==> config.mk <==
export PLATFORM = sky130hd
export DESIGN_NAME = draw_obstacle
export DESIGN_NICKNAME = d
export VERILOG_FILES = /design/src/rtl/draw_obstacle.sv
export SDC_FILE = /design/constraint.sdc
export NUM_CORES = 1
export LEC_CHECK = 0
export BUFFER_PORTS_ARGS = -buffer_cell sky130_fd_sc_hd__buf_4
export CORE_MARGIN = 2
export CORE_UTILIZATION = 50
export CTS_BUF_LIST = sky130_fd_sc_hd__clkbuf_4 sky130_fd_sc_hd__clkbuf_8
export DETAILED_ROUTE_END_ITERATION = 10
export GPL_TIMING_DRIVEN = 0
export PLACE_DENSITY = 0.77
export REMOVE_ABC_BUFFERS = 1
export SLEW_MARGIN = 20
export SYNTH_ARGS = -nofsm -noshare
export SYNTH_HDL_FRONTEND = slang
export SYNTH_SLANG_ARGS = --single-unit
==> constraint.sdc <==
create_clock -name clk -period 3.8 [get_ports clk]
set_input_delay 0.38 -clock clk [delete_from_list [all_inputs] [get_ports clk]]
set_output_delay 0.38 -clock clk [all_outputs]
set_load 0.05 [all_outputs]
==> src/rtl/draw_obstacle.sv <==
// draw_obstacle: overlays up to two vertically stacked obstacles on a video
// stream. Obstacle geometry and the endgame flag are sampled once per frame
// so that a frame is always drawn from one consistent snapshot. In endgame
// the obstacles turn red and blink with a half-period of BLINK_FRAMES frames.
// Two-stage pipeline: stage 1 registers timing, colour and hit flag; stage 2
// chooses the output colour.
module draw_obstacle #(
    parameter int          OBST_W       = 40,
    parameter int          OBST_H       = 30,
    parameter logic [11:0] COLOR_OK     = 12'h0F0,
    parameter logic [11:0] COLOR_END    = 12'hF00,
    parameter int          BLINK_FRAMES = 16
) (
    input  logic        clk,
    input  logic        rst,
    input  logic [10:0] hcount_in,
    input  logic [10:0] vcount_in,
    input  logic        hsync_in,
    input  logic        vsync_in,
    input  logic        hblnk_in,
    input  logic        vblnk_in,
    input  logic [11:0] rgb_in,
    input  logic [11:0] obstacle_xpos_1,
    input  logic [11:0] obstacle_ypos_1,
    input  logic [11:0] obstacle_ypos_2,
    input  logic        endgame,
    output logic [10:0] hcount_out,
    output logic [10:0] vcount_out,
    output logic        hsync_out,
    output logic        vsync_out,
    output logic        hblnk_out,
    output logic        vblnk_out,
    output logic [11:0] rgb_out
);

    localparam int              CNT_W     = (BLINK_FRAMES > 1) ? $clog2(BLINK_FRAMES) : 1;
    localparam logic [CNT_W-1:0] CNT_LAST = CNT_W'(BLINK_FRAMES - 1);
    localparam logic [12:0]     OBST_W_13 = 13'(OBST_W);
    localparam logic [12:0]     OBST_H_13 = 13'(OBST_H);

    // Frame detection and per-frame snapshot
    logic        prev_vblnk_r;
    logic        frame_start_s;
    logic [11:0] shadow_xpos_r;
    logic [11:0] shadow_ypos_1_r;
    logic [11:0] shadow_ypos_2_r;
    logic        shadow_endgame_r;

    // Blink state
    logic [CNT_W-1:0] blink_cnt_r;
    logic             blink_phase_r;
    logic             draw_en_s;

    // Hit test (13-bit so edges near 4095 clip instead of wrapping)
    logic [12:0] hc_ext_s;
    logic [12:0] vc_ext_s;
    logic [12:0] x_lo_s;
    logic [12:0] x_hi_s;
    logic [12:0] y1_lo_s;
    logic [12:0] y1_hi_s;
    logic [12:0] y2_lo_s;
    logic [12:0] y2_hi_s;
    logic        in_x_s;
    logic        in_y1_s;
    logic        in_y2_s;
    logic        in_obst_s;

    // Stage 1 registers
    logic [10:0] hcount_1_r;
    logic [10:0] vcount_1_r;
    logic        hsync_1_r;
    logic        vsync_1_r;
    logic        hblnk_1_r;
    logic        vblnk_1_r;
    logic [11:0] rgb_1_r;
    logic        in_obst_1_r;

    // Stage 2 colour choice
    logic [11:0] color_s;

    assign frame_start_s = vblnk_in & ~prev_vblnk_r;
    assign draw_en_s     = ~blink_phase_r;

    // Track previous vblnk and latch obstacle geometry at each frame start
    always_ff @(posedge clk or posedge rst) begin
        if (rst) begin
            prev_vblnk_r     <= 1'b0;
            shadow_xpos_r    <= 12'd0;
            shadow_ypos_1_r  <= 12'd0;
            shadow_ypos_2_r  <= 12'd0;
            shadow_endgame_r <= 1'b0;
        end else begin
            prev_vblnk_r <= vblnk_in;
            if (frame_start_s) begin
                shadow_xpos_r    <= obstacle_xpos_1;
                shadow_ypos_1_r  <= obstacle_ypos_1;
                shadow_ypos_2_r  <= obstacle_ypos_2;
                shadow_endgame_r <= endgame;
            end
        end
    end

    // Blink counter: parked at zero during play, steps once per endgame frame
    always_ff @(posedge clk or posedge rst) begin
        if (rst) begin
            blink_cnt_r   <= '0;
            blink_phase_r <= 1'b0;
        end else if (frame_start_s) begin
            if (!endgame) begin
                // Leaving (or not in) endgame: restart from a visible phase
                blink_cnt_r   <= '0;
                blink_phase_r <= 1'b0;
            end else if (shadow_endgame_r) begin
                if (blink_cnt_r == CNT_LAST) begin
                    blink_cnt_r   <= '0;
                    blink_phase_r <= ~blink_phase_r;
                end else begin
                    blink_cnt_r <= blink_cnt_r + CNT_W'(1'b1);
                end
            end else begin
                // First endgame frame is drawn with the counter still at zero
                blink_cnt_r   <= '0;
                blink_phase_r <= 1'b0;
            end
        end
    end

    // Hit test of the current pixel against both obstacles
    always_comb begin
        hc_ext_s  = {2'b00, hcount_in};
        vc_ext_s  = {2'b00, vcount_in};
        x_lo_s    = {1'b0, shadow_xpos_r};
        x_hi_s    = x_lo_s + OBST_W_13;
        y1_lo_s   = {1'b0, shadow_ypos_1_r};
        y1_hi_s   = y1_lo_s + OBST_H_13;
        y2_lo_s   = {1'b0, shadow_ypos_2_r};
        y2_hi_s   = y2_lo_s + OBST_H_13;
        in_x_s    = (shadow_xpos_r != 12'd0) && (hc_ext_s >= x_lo_s) && (hc_ext_s < x_hi_s);
        in_y1_s   = (vc_ext_s >= y1_lo_s) && (vc_ext_s < y1_hi_s);
        in_y2_s   = (vc_ext_s >= y2_lo_s) && (vc_ext_s < y2_hi_s);
        in_obst_s = in_x_s && (in_y1_s || in_y2_s);
    end

    // Stage 1: register timing, upstream colour and the hit flag
    always_ff @(posedge clk or posedge rst) begin
        if (rst) begin
            hcount_1_r  <= 11'd0;
            vcount_1_r  <= 11'd0;
            hsync_1_r   <= 1'b0;
            vsync_1_r   <= 1'b0;
            hblnk_1_r   <= 1'b0;
            vblnk_1_r   <= 1'b0;
            rgb_1_r     <= 12'd0;
            in_obst_1_r <= 1'b0;
        end else begin
            hcount_1_r  <= hcount_in;
            vcount_1_r  <= vcount_in;
            hsync_1_r   <= hsync_in;
            vsync_1_r   <= vsync_in;
            hblnk_1_r   <= hblnk_in;
            vblnk_1_r   <= vblnk_in;
            rgb_1_r     <= rgb_in;
            in_obst_1_r <= in_obst_s;
        end
    end

    // Stage 2 colour choice: blanking passes through, then obstacle, then background
    always_comb begin
        color_s = rgb_1_r;
        if (hblnk_1_r || vblnk_1_r) begin
            color_s = rgb_1_r;
        end else if (in_obst_1_r && draw_en_s) begin
            color_s = shadow_endgame_r ? COLOR_END : COLOR_OK;
        end else begin
            color_s = rgb_1_r;
        end
    end

    // Stage 2: register the outputs
    always_ff @(posedge clk or posedge rst) begin
        if (rst) begin
            hcount_out <= 11'd0;
            vcount_out <= 11'd0;
            hsync_out  <= 1'b0;
            vsync_out  <= 1'b0;
            hblnk_out  <= 1'b0;
            vblnk_out  <= 1'b0;
            rgb_out    <= 12'd0;
        end else begin
            hcount_out <= hcount_1_r;
            vcount_out <= vcount_1_r;
            hsync_out  <= hsync_1_r;
            vsync_out  <= vsync_1_r;
            hblnk_out  <= hblnk_1_r;
            vblnk_out  <= vblnk_1_r;
            rgb_out    <= color_s;
        end
    end

endmodule

==> summary.md, run 1 <==
| Metric | Value |
|---|---|
| Status | complete, no violations |
| Worst R2R Start | shadow_ypos_1_r[1]$_DFFE_PP0P_ |
| Pwr Density | 471 nW/um^2 |
| Max VDD drop | 0.000331 V |
| CTS tree | built |
| Bufs on Longest Clock Path | 2 |
| Fin. Hold Viols | 0 |
| Synth Area in Simple Gates | 11.4% |
| Initial antenna violation count | 0 |
| Vias per cell | 5.11 |
| Die H | 109 um |
| First-pass GRT wire length | 18300 um |
| Routed via count | 3942 |
| DP Area | 6540 um^2 |
| Sequential cell area | 2980 um^2 |
| Hold-fix buffers at CTS | 0 |
| R2R depth | 9 |
| Fin crit period | 3.02 ns |
| Die area | 11800 um^2 |
| Total CTS buffers | 17 |
| RePlAce Congestion | 0.828 |
| WP data required | 4.13 ns |
| Seq pwr share | 43.5% |
| Design area | 6950 um^2 |
| DRC viols | 0 |
| Async S/R FF share, synth | 100% |
| FP Rows | 38 |
| Adder-cell area share of the yosys netlist | 14.9% |
| WL per Instance | 14.6 um |
| Routed Wire Length | 11300 um |
| Top FF cell, synth | dfrtp_1 |
| Static Leak | 3.41 nW |
| Dpl ws | 0.787 ns |
| R2r setup slk | 0.78 ns |
| Arr. time, crit path | 3.35 ns |
| Starting Density | 50.9% |
| Largest net degree at the start of global routing | 62 |
| Worst Skew | 0.00928 ns |
| Mapped Avg Cell Area | 11.1 um^2 |
| Cell mode on critical path | nor4_1 |
| Crit share post-route | 79.4% |
| Die width | 109 um |
| Setup Buffers After CTS | 0 |
| DR iter-0 viols | 206 |
| Worst-skew pair later-pin latency | 0.43 ns |
| Sw frac | 28.7% |
| H-tree depth | 4 |
| Worst Path Max Fanout | 4 |
| Overflow after GRT | 0 |
| Ys Warns | 0 |
| Fmax | 331 MHz |
| Core Region | 10700 um^2 |
| Largest family of logic cells by synthesized area | adder cells |
| Net Sw Power | 941 uW |
| Hold Path Class | primary input to async pin |
| FF-to-FF End | in_obst_1_r$_DFF_PP0_ |
| Synth Area in Compound Gates | 12.0% |
| Final worst slack | 0.782 ns |
| Synth area leader | dfrtp_1 |
| Most frequent cells after synthesis | 119 x dfrtp_1, 73 x nand2_1, 65 x ha_1 |
| Filler Cell Count | 865 |
| Yosys reg bits | 119 |
| Most common cell in the netlist | dfrtp_1 |
| Total power draw | 3.28 mW |
| RSZ-0062 raised after global routing | no |
| Post-synthesis cell count | 494 |
| Vias in the first global route | 3852 |
| Pint | 2.33 mW |
| Share of Yosys cell area claimed by the top area cell type | 54.5% |
| Crit path capture type | flop |
| Crit start category | flop |
| Logic pwr share | 21.4% |
| First-pass iteration count of the detailed router | 4 |
| Slew margin rel. | 47.6% |
| Clk root buf | clkbuf_8 |
| Setup TNS | 0 ns |
| P&R area growth vs syn | 27.1% |
| Clock Pin Slew Worst Setup and Hold Paths | 0.07 ns |
| CP startpoint | shadow_ypos_1_r[1]$_DFFE_PP0P_ |
| HPWL after DPL | 8680 um |
| Cell Chain, Critical Path | nor4_1 -> nor4_1 -> xnor2_1 -> ha_1 -> and4_1 -> a221oi_1 -> o211ai_1 -> a221o_1 -> a2111oi_2 |
| Clock sink total | 119 |
| Clock power frac | 35.1% |
| Slew @ Worst Pin | 0.779 ns |
| Synth Area in XOR/XNOR | 3.36% |
| # diodes | 0 |
| Multi-input logic area | 2290 um^2 |
| CTS resizes | 0 |
| Distinct cells, synth | 49 |
| Setup violators final | 0 |
| Final Slew Violations | 0 |
| Cell Area, Synth | 5470 um^2 |
| Sequential area share after synthesis | 54.5% |
| Multiplexer share of the synthesized area | 0.183% |
| Total track usage | 20.4% |
| Slowest stage delay, CP | 0.70 ns |
| Layout cells sized above 1 | 25.3% |
| Crit path kind | flop to flop |
| I/O Buffers | 114 |
| Slowest CP cell | nor4_1 |
| Final ANT Viol Nets | 0 |
| MaxCap Viol Count | 0 |
| Post-synth EDFFs | 0 |
| Synth top area cells | dfrtp_1 54%, ha_1 15%, nand2_1 5.0% |
| Final #Nets | 762 |
| Final Core Density | 64.7% |
| IO Pins | 115 |
-- power by group through the flow --
stage,clock network (mW),registers [mW],logic [mW]
after global placement,0,1.44,0.665
after floorplan,0,1.52,0.391
after global routing,1.23,1.44,0.788
after CTS,1.17,1.43,0.705
after detailed placement,0,1.45,0.702
final,1.15,1.43,0.700
-- registers in the layout, summed over array words and instances (netlist names), 4 cells and up --
| signal | cells |
|---|---|
| rgb_1_r | 12 |
| rgb_out | 12 |
| shadow_xpos_r | 12 |
| shadow_ypos_1_r | 12 |
| shadow_ypos_2_r | 12 |
| hcount_1_r | 11 |
| hcount_out | 11 |
| vcount_1_r | 11 |
| vcount_out | 11 |
| blink_cnt_r | 4 |
-- per-layer routing --
layer | routed length [um] | GRT usage, % | up-vias | share of wire (%)
met5 | 0 | 0 | - | 0
met4 | 166 | 7.51 | 0 | 1.5
met3 | 525 | 5.49 | 10 | 4.7
met2 | 5450 | 33.4 | 98 | 48
met1 | 5130 | 26.0 | 1873 | 45
li1 | - | - | 1961 | -
-- critical path, delay by kind of cell (launching register included) --
family,cells,cell delay (ns)
simple gates,3,1.03
compound gates,4,1.01
flops,1,0.40
fa+ha+maj,1,0.30
xor+xnor,1,0.16
-- cells by family (layout without fill, tap and decap cells) --
group	count (synthesis)	in the layout
simple gates	133	133
flops	119	119
compound gates	105	105
fa+ha+maj	65	65
buf+inv	50	188
xor+xnor	21	21
mux	1	1
-- worst max path at each step --
stage,endpoint,slack (ns),depth (start not counted)
3_5_place_dp,in_obst_1_r$_DFF_PP0_,0.79,9
3_3_place_gp,shadow_xpos_r[3]$_DFFE_PP0P_,-0.85,2
4_1_cts,in_obst_1_r$_DFF_PP0_,0.76,9
5_1_grt,in_obst_1_r$_DFF_PP0_,0.58,9
6_report,in_obst_1_r$_DFF_PP0_,0.78,9
2_1_floorplan,blink_cnt_r[0]$_DFFE_PP0P_,0.26,1
-- placed cells by master, fill, tap and decap left out, types with 3 or more instances in the layout --
| cell | count |
|---|---|
| o21ai_0 | 45 |
| nor3_1 | 7 |
| clkbuf_4 | 3 |
| inv_1 | 33 |
| ha_1 | 65 |
| buf_4 | 114 |
| clkbuf_8 | 21 |
| a211oi_1 | 3 |
| a21oi_1 | 18 |
| a21o_1 | 10 |
| o211ai_1 | 5 |
| nand2_1 | 73 |
| nor2_1 | 16 |
| a31oi_1 | 3 |
| o21a_1 | 3 |
| nand4_1 | 4 |
| dfrtp_1 | 119 |
| and3_1 | 3 |
| nand3_1 | 7 |
| and2_1 | 4 |
| nor4_1 | 5 |
| xnor2_1 | 20 |
| inv_2 | 4 |
-- metrics by stage --
stage               cells  hold slack, ns
global placement      738           0.332
global route          772          0.0170
finish                772         0.00333
detailed placement    741           0.335
floorplan             484           0.331
CTS                   772          0.0101
-- layout make-up --
type,count,area share [%]
Multi-Input combinational cell,325,33.0
Timing Repair Buffer,117,13.3
Clock inverter,7,1.35
Clock buffer,24,4.48
Tap cell,140,2.52
Inverter,40,2.43
Sequential cell,119,42.9
(Power assumes the default switching activity.)
==> run 2, diff against run 1 <==
clock period = 2.7 ns   (was 3.8 ns; I/O delays follow)
==> summary.md, run 2 (synthesized netlist as in run 1, its figures left out) <==
| Metric | Value |
|---|---|
| Status | complete, no violations |
| Die area | 11800 um^2 |
| P&R area growth vs syn | 37.4% |
| Worst Skew | 0.0105 ns |
| Final #Nets | 812 |
| Total CTS buffers | 17 |
| HPWL after DPL | 8680 um |
| H-tree depth | 4 |
| Total track usage | 22.1% |
| Pwr Density | 633 nW/um^2 |
| DRC viols | 0 |
| Vias in the first global route | 4204 |
| Setup TNS | 0 ns |
| Initial antenna violation count | 0 |
| Crit start category | flop |
| Fin. Hold Viols | 0 |
| RSZ-0062 raised after global routing | yes |
| Overflow after GRT | 0 |
| Vias per cell | 5.14 |
| Routed Wire Length | 12300 um |
| Crit path capture type | flop |
| Die width | 109 um |
| RePlAce Congestion | 0.828 |
| Final ANT Viol Nets | 0 |
| Slew @ Worst Pin | 0.551 ns |
| Commonest non-fill, non-tap cell in the layout | buf_4 |
| # diodes | 0 |
| Crit path kind | flop to flop |
| Routed via count | 4226 |
| Clock Pin Slew Worst Setup and Hold Paths | 0.07 ns |
| First-pass iteration count of the detailed router | 4 |
| Final worst slack | 0.0871 ns |
| MaxCap Viol Count | 0 |
| Filler Cell Count | 780 |
| Starting Density | 50.9% |
| Max VDD drop | 0.000440 V |
| Clk root buf | clkbuf_8 |
| Total power draw | 4.75 mW |
| Commonest cells after routing, fill and taps aside | 125 x buf_4, 119 x dfrtp_1, 73 x nand2_1 |
| Slew margin rel. | 63.2% |
| Final Core Density | 69.9% |
| Static Leak | 3.63 nW |
| Setup violators final | 0 |
| CTS tree | built |
| Hold Path Class | primary input to flop |
| Largest net degree at the start of global routing | 62 |
| IO Pins | 115 |
| Layout cells sized above 1 | 26.8% |
| Fin crit period | 2.61 ns |
| WL per Instance | 15.0 um |
| I/O Buffers | 114 |
| Arr. time, crit path | 2.94 ns |
| WP data required | 3.03 ns |
| First-pass GRT wire length | 19700 um |
| Core Region | 10700 um^2 |
| Final hold slack | 0.0222 ns |
| Fmax | 383 MHz |
| Clock sink total | 119 |
| Worst-skew pair later-pin latency | 0.44 ns |
| Worst Path Max Fanout | 3 |
| DR iter-0 viols | 253 |
| Crit share post-route | 96.8% |
| FP Rows | 38 |
| Dpl ws | -0.313 ns |
| Bufs on Longest Clock Path | 2 |
| Die H | 109 um |
| Final Slew Violations | 0 |
[run 2: per-stage QoR]
step | area (um^2) | std cells
4_1_cts | 7460 | 819
2_1_floorplan | 5430 | 484
3_5_place_dp | 6540 | 741
6_report | 7510 | 822
5_1_grt | 7510 | 822
3_3_place_gp | 6460 | 738
[run 2: area by class of cell]
| type | count | area (um^2) | share of cell area (%) |
|---|---|---|---|
| Tap cell | 140 | 175 | 2.33 |
| Timing Repair Buffer | 167 | 1400 | 18.6 |
| Sequential cell | 119 | 2980 | 39.7 |
| Multi-Input combinational cell | 325 | 2380 | 31.7 |
| Inverter | 40 | 173 | 2.30 |
| Clock buffer | 24 | 312 | 4.15 |
| Clock inverter | 7 | 93.8 | 1.25 |
[run 2: final timing paths]
kind                                                startpoint                      endpoint  slack, ns  depth (start not counted)
worst max-delay path            shadow_ypos_1_r[2]$_DFFE_PP0P_         in_obst_1_r$_DFF_PP0_       0.09                         12
worst min-delay path                        obstacle_xpos_1[0]  shadow_xpos_r[0]$_DFFE_PP0P_       0.02                          3
worst max register to register  shadow_ypos_1_r[2]$_DFFE_PP0P_         in_obst_1_r$_DFF_PP0_       0.09                         12
worst min register to register        vcount_1_r[10]$_DFF_PP0_      vcount_out[10]$_DFF_PP0_       0.35                          0
max in group asynchronous                                  rst       hcount_1_r[6]$_DFF_PP0_       1.57                          4
min in group asynchronous                                  rst       vcount_1_r[3]$_DFF_PP0_       0.45                          3
[run 2: what timing repair did]
item                       CTS  global route
pin swaps                    6             3
cloned                       0             0
hold endpoints to repair    96             0
gates resized for setup     11             5
hold buffers                39             0
setup buffers                8             3
setup endpoints to repair    1             1
[run 2: report_power, final]
part | internal (mW) | total, mW | switching, mW | leakage (nW)
clock | 0.942 | 1.62 | 0.678 | 0.205
sequential | 1.92 | 2.01 | 0.0902 | 1.42
combinational | 0.507 | 1.12 | 0.615 | 2.00
[run 2: per-layer routing]
layer / global-route usage (%) / vias to the layer above / part of all wire [%]
li1: - / 2059 / -
met1: 26.8 / 2046 / 44
met2: 37.9 / 109 / 51
met3: 5.85 / 12 / 4.1
met4: 8.06 / 0 / 1.2
met5: 0 / - / 0
[run 2: worst max-delay path, cell delays in order, from the launching register on]
cell       delay, ns
dfrtp_1         0.41
inv_2           0.07
ha_4            0.17
nand3_4         0.09
nand3_2         0.08
xnor2_1         0.14
ha_1            0.32
a21oi_2         0.13
nand2_1         0.07
a221oi_2        0.23
o211ai_1        0.10
a221o_1         0.38
a2111oi_4       0.29
